File: config.mk
export PLATFORM = sky130hd
export DESIGN_NAME = hazard_ctrl_unit
export DESIGN_NICKNAME = d
export VERILOG_FILES = /design/src/rtl/hazard_ctrl_unit_pkg.sv /design/src/rtl/hazard_match.sv /design/src/rtl/hazard_ctrl_unit.sv
export SDC_FILE = /design/constraint.sdc
export NUM_CORES = 1
export LEC_CHECK = 0
export ABC_AREA = 1
export CAP_MARGIN = 10
export CORE_MARGIN = 2
export CORE_UTILIZATION = 39
export CTS_CLUSTER_SIZE = 24
export DETAILED_ROUTE_END_ITERATION = 8
export GPL_TIMING_DRIVEN = 0
export PLACE_DENSITY = 0.74
export SLEW_MARGIN = 20
export SYNTH_ARGS = -nofsm -noshare
export SYNTH_HDL_FRONTEND = slang
export SYNTH_SLANG_ARGS = --single-unit
export TNS_END_PERCENT = 20
File: constraint.sdc
create_clock -name clk_i -period 1.9 [get_ports clk_i]
set_clock_uncertainty 0.15 [all_clocks]
set_input_delay 0.38 -clock clk_i [delete_from_list [all_inputs] [get_ports clk_i]]
set_output_delay 0.38 -clock clk_i [all_outputs]
set_load 0.01 [all_outputs]
File: src/rtl/hazard_ctrl_unit_pkg.sv
// Shared definitions for the ID-stage hazard controller:
// stall-cause codes, MIPS register field positions and FSM states.
package hazard_ctrl_unit_pkg;

    typedef enum logic [1:0] {
        CAUSE_NONE   = 2'b00,
        CAUSE_LOAD   = 2'b01,
        CAUSE_BRANCH = 2'b10,
        CAUSE_HOLD   = 2'b11
    } stall_cause_e;

    localparam int RS_MSB = 25;
    localparam int RS_LSB = 21;
    localparam int RT_MSB = 20;
    localparam int RT_LSB = 16;

    // Wide enough for any LOAD_LAT-1 in the legal 1..15 range.
    localparam int REM_W = 4;

    typedef enum logic {
        ST_RUN  = 1'b0,
        ST_HOLD = 1'b1
    } hz_state_e;

endpackage

File: src/rtl/hazard_match.sv
// Compares one producer register against the rs/rt operands of the ID instruction;
// register 0 is hardwired to zero in MIPS and can never be a dependency.
module hazard_match #(
    parameter int REG_AW = 5
) (
    input  logic [REG_AW-1:0] i_reg,
    input  logic [REG_AW-1:0] i_rs,
    input  logic [REG_AW-1:0] i_rt,
    input  logic              i_uses_rs,
    input  logic              i_uses_rt,
    output logic              o_match
);

    assign o_match = (i_reg != '0) &&
                     ((i_uses_rs && (i_reg == i_rs)) || (i_uses_rt && (i_reg == i_rt)));

endmodule

File: src/rtl/hazard_ctrl_unit.sv
// ID-stage hazard controller: load-use and branch-operand stalls, multi-cycle
// load latency hold, taken-branch IF/ID flush and a saturating stall counter.
module hazard_ctrl_unit
    import hazard_ctrl_unit_pkg::*;
#(
    parameter int REG_AW       = 5,
    parameter int INSTR_W      = 32,
    parameter int LOAD_LAT     = 1,
    parameter int BRANCH_IN_ID = 1,
    parameter int CNT_W        = 16
) (
    input  logic               clk_i,
    input  logic               rst_i,
    input  logic [INSTR_W-1:0] instr_i,
    input  logic               id_uses_rs_i,
    input  logic               id_uses_rt_i,
    input  logic               id_is_branch_i,
    input  logic               branch_taken_i,
    input  logic               idex_memread_i,
    input  logic               idex_regwrite_i,
    input  logic [REG_AW-1:0]  idex_rd_i,
    input  logic               exmem_memread_i,
    input  logic [REG_AW-1:0]  exmem_rd_i,
    output logic               pc_write_o,
    output logic               ifid_write_o,
    output logic               bubble_o,
    output logic               ifid_flush_o,
    output logic [1:0]         stall_cause_o,
    output logic [CNT_W-1:0]   stall_cnt_o
);

    localparam logic [REM_W-1:0] REM_RELOAD = REM_W'(LOAD_LAT - 1);

    hz_state_e          r_state;
    logic [REM_W-1:0]   r_rem;
    logic [CNT_W-1:0]   r_stall_cnt;

    logic [REG_AW-1:0]  w_rs;
    logic [REG_AW-1:0]  w_rt;
    logic               w_unused_instr;
    logic               w_m_ex_load;
    logic               w_m_ex_write;
    logic               w_m_mem_load;
    logic               w_hz_load;
    logic               w_hz_br;
    logic               w_hazard;
    logic               w_hold_res;
    logic               w_stall;

    assign w_rs           = REG_AW'(instr_i[RS_MSB:RS_LSB]);
    assign w_rt           = REG_AW'(instr_i[RT_MSB:RT_LSB]);
    assign w_unused_instr = ^instr_i;

    hazard_match #(.REG_AW(REG_AW)) u_match_ex_load (
        .i_reg     (idex_rd_i),
        .i_rs      (w_rs),
        .i_rt      (w_rt),
        .i_uses_rs (id_uses_rs_i),
        .i_uses_rt (id_uses_rt_i),
        .o_match   (w_m_ex_load)
    );

    hazard_match #(.REG_AW(REG_AW)) u_match_ex_write (
        .i_reg     (idex_rd_i),
        .i_rs      (w_rs),
        .i_rt      (w_rt),
        .i_uses_rs (id_uses_rs_i),
        .i_uses_rt (id_uses_rt_i),
        .o_match   (w_m_ex_write)
    );

    hazard_match #(.REG_AW(REG_AW)) u_match_mem_load (
        .i_reg     (exmem_rd_i),
        .i_rs      (w_rs),
        .i_rt      (w_rt),
        .i_uses_rs (id_uses_rs_i),
        .i_uses_rt (id_uses_rt_i),
        .o_match   (w_m_mem_load)
    );

    assign w_hz_load  = idex_memread_i && w_m_ex_load;
    assign w_hz_br    = (BRANCH_IN_ID != 0) && id_is_branch_i &&
                        ((idex_regwrite_i && w_m_ex_write) || (exmem_memread_i && w_m_mem_load));
    assign w_hazard   = w_hz_load || w_hz_br;
    assign w_hold_res = (r_state == ST_HOLD) && (r_rem != '0);
    assign w_stall    = w_hazard || w_hold_res;

    always_ff @(posedge clk_i) begin
        if (rst_i) begin
            r_state     <= ST_RUN;
            r_rem       <= '0;
            r_stall_cnt <= '0;
        end else begin
            if (w_stall && (r_stall_cnt != '1)) begin
                r_stall_cnt <= r_stall_cnt + 1'b1;
            end
            case (r_state)
                ST_RUN: begin
                    if (w_hz_load && (LOAD_LAT > 1)) begin
                        r_state <= ST_HOLD;
                        r_rem   <= REM_RELOAD;
                    end
                end
                ST_HOLD: begin
                    // A fresh load only restarts the latency once the previous one has drained.
                    if ((r_rem == '0) && w_hz_load) begin
                        r_rem <= REM_RELOAD;
                    end else if (r_rem != '0) begin
                        r_rem <= r_rem - 1'b1;
                    end else if (!w_hazard) begin
                        r_state <= ST_RUN;
                    end
                end
                default: begin
                    r_state <= ST_RUN;
                    r_rem   <= '0;
                end
            endcase
        end
    end

    always_comb begin
        pc_write_o    = 1'b0;
        ifid_write_o  = 1'b0;
        bubble_o      = 1'b1;
        ifid_flush_o  = 1'b0;
        stall_cause_o = CAUSE_NONE;
        if (!rst_i) begin
            pc_write_o   = !w_stall;
            ifid_write_o = !w_stall;
            bubble_o     = w_stall;
            ifid_flush_o = branch_taken_i && !w_stall;
            if (w_hz_load) begin
                stall_cause_o = CAUSE_LOAD;
            end else if (w_hz_br) begin
                stall_cause_o = CAUSE_BRANCH;
            end else if (w_hold_res) begin
                stall_cause_o = CAUSE_HOLD;
            end
        end
    end

    assign stall_cnt_o = r_stall_cnt;

endmodule
Word-level counts from Yosys, hierarchy flattened. Index checks and enable logic that the tools add are counted.

Reduce and logical (&&, ||, !) cells: 27. Equal/unequal tests: 5. Multiplexer cells: 12. Bitwise operators: 1. Add/sub/neg operators: 2.

Operators with widths (count): 5-bit == test (4); 16-bit by 1-bit adder with 16-bit output, second input constant (1); 16-bit inequality test, second input constant (1); 1-bit logical AND (14); 5-bit nonzero test (2); 2-bit 2-to-1 mux (4); 4-bit 2-to-1 mux (2); 1-bit 2-to-1 mux (6); 1-bit logical OR (5); 4-bit zero test (1); 4-bit nonzero test (1); 4-bit by 1-bit subtractor with 4-bit output, second input constant (1); 2-bit AND reduction (1); 2-bit nonzero test (1); 2-bit OR reduction (1); 1-bit zero test (1); 1-bit NOT (1).

Input bits: 51. Register bits after elaboration: 21. Logic and storage cells: 50. Output and inout port bits: 22.

Logic depth before layout (Yosys ltp). Gate-level depths: netlist of the first run.

Depth in word-level cells: 12. Mapped depth: 14. Depth with buffers taken out: 14.

Hierarchy. Synthesis of the first run repeated with hierarchy kept, for this count alone.

Cells, all modules: 365. Area total of the unflattened synthesis: 1964.4 um^2.

Modules (own cells, without submodules): hazard_ctrl_unit (instances 1, area an instance 1322.5 um^2, seq. area each 420.4 um^2, cells each 206); hazard_match (instances 3, area an instance 214.0 um^2, seq. area each 0.0 um^2, cells each 53).

Worst setup path after synthesis of the first run. No wires, ideal clock.

Kind: input to output. Start: in idex_rd_i[0]. End: out ifid_flush_o. Data arrival time: 1.600 ns. Buffers on the path: 0. Data required time: 1.370 ns. Stages: 13. Setup slack: -0.230 ns. Path through: inv_1 -> nand2_1 -> nand2_1 -> nor2_1 -> nand3_1 -> nand2_1 -> nand3_1 -> nand2_1 -> nand2_2 -> nand3_4 -> nor2_1 -> inv_1 -> nor2_1.

Word-level cells in the longest chain between the ends: 12. Elaborated cells on any way between the ends: 16. Those cells by class: 2 x eq/ne; 1 x mux; 13 x reduce/logical.

RTL lines: start, declared (line hazard_ctrl_unit.sv:21) `input logic [REG_AW-1:0] idex_rd_i,`; 5-bit == test (line hazard_match.sv:15) `((i_uses_rs && (i_reg == i_rs)) || (i_uses_rt && (i_reg == i_rt)));`; 1-bit logical AND (line hazard_match.sv:15); 1-bit logical OR (line hazard_match.sv:15); 1-bit logical AND (*) (line hazard_match.sv:14) `assign o_match = (i_reg != '0) &&`; 1-bit logical AND (line hazard_ctrl_unit.sv:83) `((idex_regwrite_i && w_m_ex_write) || (exmem_memread_i && w_m_mem_load));`; 1-bit logical OR (line hazard_ctrl_unit.sv:83); 1-bit logical AND (line hazard_ctrl_unit.sv:82) `assign w_hz_br = (BRANCH_IN_ID != 0) && id_is_branch_i &&`; 1-bit logical OR (*) (line hazard_ctrl_unit.sv:84) `assign w_hazard = w_hz_load || w_hz_br;`; 1-bit logical OR (*) (line hazard_ctrl_unit.sv:86) `assign w_stall = w_hazard || w_hold_res;`; 1-bit zero test (*) (line hazard_ctrl_unit.sv:132) `ifid_flush_o = branch_taken_i && !w_stall;`; 1-bit logical AND (*) (line hazard_ctrl_unit.sv:132); 1-bit 2-to-1 mux (*) (line hazard_ctrl_unit.sv:128) `if (!rst_i) begin`; end, declared (line hazard_ctrl_unit.sv:27) `output logic ifid_flush_o,`.

Every way passes the cells marked *; elsewhere a longest branch is shown, timed or not.

Worst setup path after layout of the first run.
Start: reg r_rem[0]. End: out ifid_flush_o.

Word-level cells in the longest chain between the ends: 6.

RTL lines: start, declared (line hazard_ctrl_unit.sv:35) `logic [REM_W-1:0] r_rem;`; start signal, assigned (line hazard_ctrl_unit.sv:109) `r_rem <= r_rem - 1'b1;`; 4-bit nonzero test (line hazard_ctrl_unit.sv:85) `assign w_hold_res = (r_state == ST_HOLD) && (r_rem != '0);`; 1-bit logical AND (line hazard_ctrl_unit.sv:85); 1-bit logical OR (line hazard_ctrl_unit.sv:86); 1-bit zero test (line hazard_ctrl_unit.sv:132); 1-bit logical AND (line hazard_ctrl_unit.sv:132); 1-bit 2-to-1 mux (line hazard_ctrl_unit.sv:128).

No other way between the ends.

==> report_table.html, run 1 <==
<table>
<tr><th>Metric</th><th>Value</th></tr>
<tr><th colspan="2">Synthesis</th></tr>
<tr><td>Ys flop type</td><td>sky130_fd_sc_hd__dfxtp_1</td></tr>
<tr><td>Count of yosys warnings during synthesis</td><td>0</td></tr>
<tr><td>Most frequently used cell type in the post-synthesis netlist</td><td>sky130_fd_sc_hd__nand2_1</td></tr>
<tr><td>Cell area after technology mapping</td><td>1580 µm²</td></tr>
<tr><td>Distinct cells, synth</td><td>26</td></tr>
<tr><td>Cell types with the highest counts after synthesis</td><td>sky130_fd_sc_hd__nand2_1, sky130_fd_sc_hd__nor2_1, sky130_fd_sc_hd__inv_1</td></tr>
<tr><td>Cell count after synthesis</td><td>277</td></tr>
<tr><td>Sequential-to-total area share from yosys stat</td><td>26.6%</td></tr>
<tr><td>Area share of the largest cell type after synthesis</td><td>26.6%</td></tr>
<tr><td>Syn Area/Cell</td><td>5.70 µm²</td></tr>
<tr><td>Async S/R FF share, synth</td><td>0%</td></tr>
<tr><td>Area contributors post-synth</td><td>sky130_fd_sc_hd__dfxtp_1, sky130_fd_sc_hd__nand2_1, sky130_fd_sc_hd__nor2_1, sky130_fd_sc_hd__inv_1, sky130_fd_sc_hd__nand3_1</td></tr>
<tr><td>Register bit count reported by yosys</td><td>21</td></tr>
<tr><td>Post-synth EDFFs</td><td>0</td></tr>
<tr><td>Post-Syn Nets</td><td>330</td></tr>
<tr><td>Top cell type by total area after synthesis</td><td>sky130_fd_sc_hd__dfxtp_1</td></tr>
<tr><th colspan="2">Power and ir drop</th></tr>
<tr><td>Total power consumption of the routed design</td><td>1.04 mW</td></tr>
<tr><td>Leakage power</td><td>1.26 nW</td></tr>
<tr><td>Power per standard cell area</td><td>397 nW/µm²</td></tr>
<tr><td>Worst vdd rail ir drop</td><td>0.336 mV</td></tr>
<tr><th colspan="2">Placed design</th></tr>
<tr><td>Worst setup slack after placement</td><td>-1.32 ns</td></tr>
<tr><td>Weighted congestion reported at the end of routability-driven placement</td><td>0.815</td></tr>
<tr><td>Placed inst area</td><td>2220 µm²</td></tr>
<tr><td>DP Wirelength</td><td>3.14 mm</td></tr>
<tr><td>Count of input and output buffers</td><td>50</td></tr>
<tr><th colspan="2">Clocking</th></tr>
<tr><td>Sink count of the clock tree</td><td>21</td></tr>
<tr><td>H-tree level count</td><td>1</td></tr>
<tr><td>Clock tree root buffer cell</td><td>sky130_fd_sc_hd__clkbuf_8</td></tr>
<tr><td>Register clock-pin slew on the reported worst setup and hold paths</td><td>0.07 ns</td></tr>
<tr><td>Worst-skew pair later-pin latency</td><td>0.26 ns</td></tr>
<tr><td>Maximum root-to-sink buffer count</td><td>2</td></tr>
<tr><td>TritonCTS buffer count</td><td>3</td></tr>
<tr><td>CTS tree</td><td>built</td></tr>
<tr><th colspan="2">Route</th></tr>
<tr><td>DRT iter0 DRCs</td><td>108</td></tr>
<tr><td>Count of unresolved DRC violations after routing</td><td>0</td></tr>
<tr><td>Detailed Route WL</td><td>4.51 mm</td></tr>
<tr><td>Average wire length per cell after detail routing</td><td>11.3 µm</td></tr>
<tr><td>Number of nets still failing antenna checks after routing</td><td>0</td></tr>
<tr><td>Length of the first detailed-routing pass in iterations</td><td>4</td></tr>
<tr><td>Total number of vias</td><td>1922</td></tr>
<tr><td>Post-DR vias/cell</td><td>4.82</td></tr>
<tr><th colspan="2">Die</th></tr>
<tr><td>Number of standard-cell rows in the floorplan</td><td>23</td></tr>
<tr><td>Area of the core</td><td>3940 µm²</td></tr>
<tr><td>Initial Utilization</td><td>40.1%</td></tr>
<tr><td>Die Width</td><td>67.6 µm</td></tr>
<tr><td>Die area</td><td>4570 µm²</td></tr>
<tr><td>Top-Level Pins</td><td>73</td></tr>
<tr><td>Height of the die</td><td>67.6 µm</td></tr>
<tr><th colspan="2">STA</th></tr>
<tr><td>Fin. max-slew vios</td><td>0</td></tr>
<tr><td>Max transition margin</td><td>75.0%</td></tr>
<tr><td>Final total negative setup slack</td><td>-1.45 ns</td></tr>
<tr><td>Setup violation total in the final timing report</td><td>7</td></tr>
<tr><td>Achievable frequency</td><td>0.456 GHz</td></tr>
<tr><td>Shortest period the worst path allows</td><td>2.19 ns</td></tr>
<tr><td>Total count of hold-check failures in the final report</td><td>0</td></tr>
<tr><td>Actual slew at the worst max-slew pin</td><td>0.371 ns</td></tr>
<tr><td>Period utilisation layout</td><td>115%</td></tr>
<tr><td>Min setup slack post-route</td><td>-0.294 ns</td></tr>
<tr><td>RSZ-0062 raised after global routing</td><td>yes</td></tr>
<tr><th colspan="2">Worst setup path</th></tr>
<tr><td>Critical path required time</td><td>1.37 ns</td></tr>
<tr><td>Number of cell instances on the worst register-to-register path</td><td>10</td></tr>
<tr><td>Worst-path maximum fanout</td><td>2</td></tr>
<tr><td>Element type at the critical path start</td><td>flip-flop</td></tr>
<tr><td>Category of the most critical setup path</td><td>reg -&gt; out</td></tr>
<tr><td>Type of destination of the critical path</td><td>output port</td></tr>
<tr><td>Endpoint arrival time on the critical path</td><td>1.66 ns</td></tr>
<tr><th colspan="2">Finish</th></tr>
<tr><td>Fillers</td><td>344</td></tr>
<tr><td>Multi-input combinational cell area</td><td>1080 µm²</td></tr>
<tr><td>Area occupied by registers</td><td>428 µm²</td></tr>
<tr><td>Util after Layout</td><td>66.4%</td></tr>
<tr><td>Final Instance Area</td><td>2620 µm²</td></tr>
<tr><td>Number of nets in the layout</td><td>403</td></tr>
<tr><td>Area Growth Syn to Fin</td><td>65.8%</td></tr>
<tr><td>Fraction of final layout cells sized beyond drive strength 1</td><td>33.5%</td></tr>
<tr><td>Ant diodes</td><td>0</td></tr>
<tr><th colspan="2">Global route</th></tr>
<tr><td>Overflow left after global routing</td><td>0</td></tr>
<tr><td>Number of global-route vias before repair</td><td>1733</td></tr>
<tr><td>Maximum number of pins on one net before global-route repair</td><td>13</td></tr>
<tr><td>Number of antenna violations at the first check in global routing</td><td>0</td></tr>
<tr><td>All-layer global routing usage</td><td>20.2%</td></tr>
<tr><td>Met1 track demand over resource in global routing</td><td>23.9%</td></tr>
<tr><td>Global-route met3 utilization</td><td>4.67%</td></tr>
<tr><td>GRT Max-Usage Layer</td><td>met2</td></tr>
<tr><td>Global routing usage on met2</td><td>36.8%</td></tr>
<tr><td>First-pass GRT wire length</td><td>7.25 mm</td></tr>
<tr><th colspan="2">Worst hold path</th></tr>
<tr><td>Hold Path Stages</td><td>2</td></tr>
<tr><td>Hold Path Class</td><td>reg -&gt; reg</td></tr>
<tr><th colspan="2">Flow run</th></tr>
<tr><td>Number of violations of the max-capacitance limit</td><td>0</td></tr>
<tr><th colspan="2">Run status</th></tr>
<tr><td>Failing checks</td><td>negative setup slack</td></tr>
<tr><td>Outcome</td><td>finished, violations left</td></tr>
</table>
==> through the flow <==
step / std cells / hold slack [ns]
global placement: 377 / 0.320
finish: 399 / 0.343
floorplan: 277 / 0.296
detailed placement: 377 / 0.327
global route: 399 / 0.360
CTS: 396 / 0.339
==> per-layer routing <==
layer | up-vias | routed length [µm]
met2 | 50 | 2290
li1 | 1017 | -
met4 | 0 | 62
met3 | 6 | 215
met5 | - | 0
met1 | 849 | 1940
==> area by class of cell <==
| class | instances | share of cell area, % |
|---|---|---|
| inverter | 46 | 9.61 |
| timing repair buffer | 68 | 26.9 |
| buffer | 5 | 1.91 |
| clock inverter | 1 | 0.191 |
| multi-input combinational | 205 | 41.1 |
| tap | 50 | 2.39 |
| sequential | 21 | 16.3 |
| clock buffer | 3 | 1.58 |
==> worst paths after layout <==
check,startpoint,endpoint,slack (ns)
setup / recovery,r_rem[0],ifid_flush_o,-0.29
hold / removal,r_rem[2],r_rem[2],0.34
setup reg to reg,stall_cnt_o[0],stall_cnt_o[13],0.09
hold reg to reg,r_rem[2],r_rem[2],0.34
==> cell families (layout without fill, tap and decap cells) <==
family	Yosys count	in the layout	synth area share [%]
compound gates	32	32	10.5
simple gates	170	170	46.9
buf+inv	51	123	13.9
flops	21	21	26.6
fa+ha+maj	2	2	1.58
xor+xnor	1	1	0.555
==> sequential cells by signal, summed over array words and instances (netlist names) <==
register     flops
stall_cnt_o     16
r_rem            4
r_state          1
==> report_power, final <==
group / total (mW) / switching (mW) / leakage (nW) / internal, mW
clock network: 0.297 / 0.151 / 0.0255 / 0.146
registers: 0.445 / 0.00356 / 0.171 / 0.442
logic: 0.297 / 0.139 / 1.07 / 0.158
total: 1.04 / 0.294 / 1.26 / 0.746
==> layout by cell type, fill, tap and decap left out, types with 5 or more instances in the layout <==
cell / instances
sky130_fd_sc_hd__nor3_1: 5
sky130_fd_sc_hd__nand2_2: 12
sky130_fd_sc_hd__buf_4: 11
sky130_fd_sc_hd__clkdlybuf4s50_1: 20
sky130_fd_sc_hd__o21ai_1: 6
sky130_fd_sc_hd__buf_8: 5
sky130_fd_sc_hd__inv_2: 8
sky130_fd_sc_hd__inv_4: 9
sky130_fd_sc_hd__dfxtp_1: 17
sky130_fd_sc_hd__nand3_1: 22
sky130_fd_sc_hd__buf_6: 29
sky130_fd_sc_hd__nand2_1: 70
sky130_fd_sc_hd__nor2_1: 38
sky130_fd_sc_hd__inv_1: 22
sky130_fd_sc_hd__a21oi_1: 20
==> critical path, stage by stage (launching register included) <==
cell and delay [ns]:
sky130_fd_sc_hd__dfxtp_2 0.33, sky130_fd_sc_hd__inv_2 0.07, sky130_fd_sc_hd__ha_4 0.13, sky130_fd_sc_hd__nand2_2 0.07, sky130_fd_sc_hd__nor2_4 0.11, sky130_fd_sc_hd__nor2_4 0.05
sky130_fd_sc_hd__inv_2 0.08, sky130_fd_sc_hd__nand3_4 0.09, sky130_fd_sc_hd__nor2_4 0.13, sky130_fd_sc_hd__buf_6 0.12, sky130_fd_sc_hd__inv_6 0.04, sky130_fd_sc_hd__nor2_4 0.07
sky130_fd_sc_hd__buf_6 0.10
==> what timing repair did <==
item | 4_1_cts | 5_1_grt
hold buffers | 0 | 0
pin swaps | 39 | 21
gates resized for setup | 189 | 34
setup buffers | 16 | 3
setup endpoints to repair | 26 | 17
(Power assumes the default switching activity.)
==> run 2: changes to the inputs <==
Settings changed: CORE_ASPECT_RATIO set to 0.8.
==> run 2 against run 1 <==
Net effect:
- the flow still finishes with violations (negative setup slack)
- critical path depth down 1
- count of clock-buffer cells in the layout increased by 1
- global-route usage rose by 1.3 points
- register-to-register slack got worse by 0.05 ns
- fmax up 3.1%
- sequential share of layout area increased by 0.25 points
- clock power decreased by 2%
- largest power group unchanged
==> report_table.html, run 2 (synthesis results as in run 1) <==
<table>
<tr><th>Metric</th><th>Value</th></tr>
<tr><th colspan="2">Clocking</th></tr>
<tr><td>Hold buffer count at CTS</td><td>0</td></tr>
<tr><td>TritonCTS buffer count</td><td>3</td></tr>
<tr><td>Register clock-pin slew on the reported worst setup and hold paths</td><td>0.07 ns</td></tr>
<tr><td>CTS tree</td><td>built</td></tr>
<tr><td>Clock tree root buffer cell</td><td>sky130_fd_sc_hd__clkbuf_8</td></tr>
<tr><td>Maximum root-to-sink buffer count</td><td>2</td></tr>
<tr><td>Sink count of the clock tree</td><td>21</td></tr>
<tr><td>Worst-skew pair later-pin latency</td><td>0.26 ns</td></tr>
<tr><td>H-tree level count</td><td>1</td></tr>
<tr><th colspan="2">Placed design</th></tr>
<tr><td>Placed Cells</td><td>382</td></tr>
<tr><td>Count of input and output buffers</td><td>50</td></tr>
<tr><td>Weighted congestion reported at the end of routability-driven placement</td><td>0.922</td></tr>
<tr><td>DP Wirelength</td><td>3.32 mm</td></tr>
<tr><th colspan="2">Global route</th></tr>
<tr><td>Overflow left after global routing</td><td>0</td></tr>
<tr><td>First-pass GRT wire length</td><td>7.57 mm</td></tr>
<tr><td>All-layer global routing usage</td><td>21.5%</td></tr>
<tr><td>Number of antenna violations at the first check in global routing</td><td>0</td></tr>
<tr><td>Maximum number of pins on one net before global-route repair</td><td>12</td></tr>
<tr><td>Number of global-route vias before repair</td><td>1627</td></tr>
<tr><th colspan="2">Finish</th></tr>
<tr><td>Non-filler cells in the finished layout</td><td>399</td></tr>
<tr><td>Most used cells in the layout excluding fill and tap cells</td><td>sky130_fd_sc_hd__nand2_1, sky130_fd_sc_hd__nor2_1, sky130_fd_sc_hd__inv_1</td></tr>
<tr><td>Fraction of final layout cells sized beyond drive strength 1</td><td>35.8%</td></tr>
<tr><td>Number of nets in the layout</td><td>398</td></tr>
<tr><td>Ant diodes</td><td>0</td></tr>
<tr><td>Fillers</td><td>347</td></tr>
<tr><td>Max reg flops</td><td>16</td></tr>
<tr><td>Area Growth Syn to Fin</td><td>63.3%</td></tr>
<tr><td>Most frequent standard cell in the layout excluding fill and tap cells</td><td>sky130_fd_sc_hd__nand2_1</td></tr>
<tr><th colspan="2">Die</th></tr>
<tr><td>Number of standard-cell rows in the floorplan</td><td>20</td></tr>
<tr><td>Top-Level Pins</td><td>73</td></tr>
<tr><td>Initial Utilization</td><td>41.0%</td></tr>
<tr><td>Die Width</td><td>75.1 µm</td></tr>
<tr><td>Area of the core</td><td>3850 µm²</td></tr>
<tr><td>Height of the die</td><td>60.9 µm</td></tr>
<tr><td>Die area</td><td>4580 µm²</td></tr>
<tr><th colspan="2">STA</th></tr>
<tr><td>Actual slew at the worst max-slew pin</td><td>0.361 ns</td></tr>
<tr><td>Fin. max-slew vios</td><td>0</td></tr>
<tr><td>Total count of hold-check failures in the final report</td><td>0</td></tr>
<tr><td>Max transition margin</td><td>75.7%</td></tr>
<tr><td>Achievable frequency</td><td>0.470 GHz</td></tr>
<tr><td>RSZ-0062 raised after global routing</td><td>yes</td></tr>
<tr><td>Final total negative setup slack</td><td>-1.14 ns</td></tr>
<tr><td>Shortest period the worst path allows</td><td>2.13 ns</td></tr>
<tr><td>Setup violation total in the final timing report</td><td>6</td></tr>
<tr><td>Min setup slack post-route</td><td>-0.228 ns</td></tr>
<tr><td>Period utilisation layout</td><td>112%</td></tr>
<tr><th colspan="2">Flow run</th></tr>
<tr><td>Number of violations of the max-capacitance limit</td><td>0</td></tr>
<tr><th colspan="2">Worst hold path</th></tr>
<tr><td>Hold Path Class</td><td>reg -&gt; reg</td></tr>
<tr><th colspan="2">Power and ir drop</th></tr>
<tr><td>Power per standard cell area</td><td>393 nW/µm²</td></tr>
<tr><td>Worst vdd rail ir drop</td><td>0.244 mV</td></tr>
<tr><td>Leakage power</td><td>1.23 nW</td></tr>
<tr><th colspan="2">Worst setup path</th></tr>
<tr><td>Element type at the critical path start</td><td>flip-flop</td></tr>
<tr><td>Critical path required time</td><td>1.37 ns</td></tr>
<tr><td>Type of destination of the critical path</td><td>output port</td></tr>
<tr><td>Endpoint arrival time on the critical path</td><td>1.60 ns</td></tr>
<tr><td>Worst-path maximum fanout</td><td>3</td></tr>
<tr><td>Category of the most critical setup path</td><td>reg -&gt; out</td></tr>
<tr><th colspan="2">Route</th></tr>
<tr><td>Number of nets still failing antenna checks after routing</td><td>0</td></tr>
<tr><td>Length of the first detailed-routing pass in iterations</td><td>6</td></tr>
<tr><td>Average wire length per cell after detail routing</td><td>11.7 µm</td></tr>
<tr><td>Detailed Route WL</td><td>4.67 mm</td></tr>
<tr><td>Total number of vias</td><td>1910</td></tr>
<tr><td>Count of unresolved DRC violations after routing</td><td>0</td></tr>
<tr><td>Post-DR vias/cell</td><td>4.79</td></tr>
<tr><td>DRT iter0 DRCs</td><td>108</td></tr>
<tr><th colspan="2">Run status</th></tr>
<tr><td>Failing checks</td><td>negative setup slack</td></tr>
<tr><td>Outcome</td><td>finished, violations left</td></tr>
</table>
[run 2: metal layers]
layer  global-route usage [%]  up-vias  share of wire (%)
li1                         -     1006                  -
met4                     2.26        0               0.24
met3                     3.49        2                3.4
met2                     33.8       41                 46
met1                     32.0      861                 50
met5                        0        -                  0
[run 2: timing repair]
action | in CTS | in global routing
endpoints found under the hold margin | 0 | 0
pin swaps | 38 | 31
endpoints found under the setup margin | 26 | 20
gates resized for setup | 173 | 47
setup buffers | 7 | 6
[run 2: final cells by class]
class | count | area, µm² | share of cell area, %
Timing Repair Buffer | 63 | 621 | 24.1
Multi-Input combinational cell | 205 | 1130 | 43.8
Inverter | 46 | 236 | 9.17
Sequential cell | 21 | 428 | 16.6
Buffer | 5 | 50.0 | 1.94
Clock buffer | 4 | 45.0 | 1.75
Tap cell | 55 | 68.8 | 2.67
[run 2: worst paths after layout]
check / start / end / slack (ns) / depth (start not counted)
max: r_rem[0] / ifid_flush_o / -0.23 / 11
min: r_rem[2] / r_rem[2] / 0.35 / 2
max reg2reg: stall_cnt_o[0] / stall_cnt_o[15] / 0.04 / 11
min reg2reg: r_rem[2] / r_rem[2] / 0.35 / 2
[run 2: critical path, stage by stage, from the launching register on]
cell and delay [ns]:
sky130_fd_sc_hd__dfxtp_2 0.33, sky130_fd_sc_hd__inv_2 0.07, sky130_fd_sc_hd__ha_4 0.15, sky130_fd_sc_hd__nand2_4 0.05
sky130_fd_sc_hd__nor2_4 0.11, sky130_fd_sc_hd__nor2_4 0.04, sky130_fd_sc_hd__inv_2 0.07, sky130_fd_sc_hd__nand3_4 0.08
sky130_fd_sc_hd__nor2_4 0.16, sky130_fd_sc_hd__inv_2 0.06, sky130_fd_sc_hd__nor2_4 0.10, sky130_fd_sc_hd__buf_6 0.10
[run 2: metrics by stage]
step	utilization (%)	total power [mW]	instance area [µm²]	setup WS (ns)	hold WS (ns)
6_report	66.9	1.01	2580	-0.228	0.347
5_1_grt	66.9	1.06	2580	-0.311	0.371
4_1_cts	61.7	0.987	2380	-0.185	0.338
3_5_place_dp	57.9	0.691	2230	-1.33	0.318
3_3_place_gp	57.9	0.688	2230	-1.31	0.322
2_1_floorplan	-	0.566	1660	-0.00501	0.296
[run 2: where the power goes]
part	leakage [nW]	switching [mW]	internal, mW	total (mW)
Sequential	0.171	0.00356	0.442	0.445
Combinational	1.04	0.140	0.137	0.276
Clock	0.0228	0.142	0.149	0.291
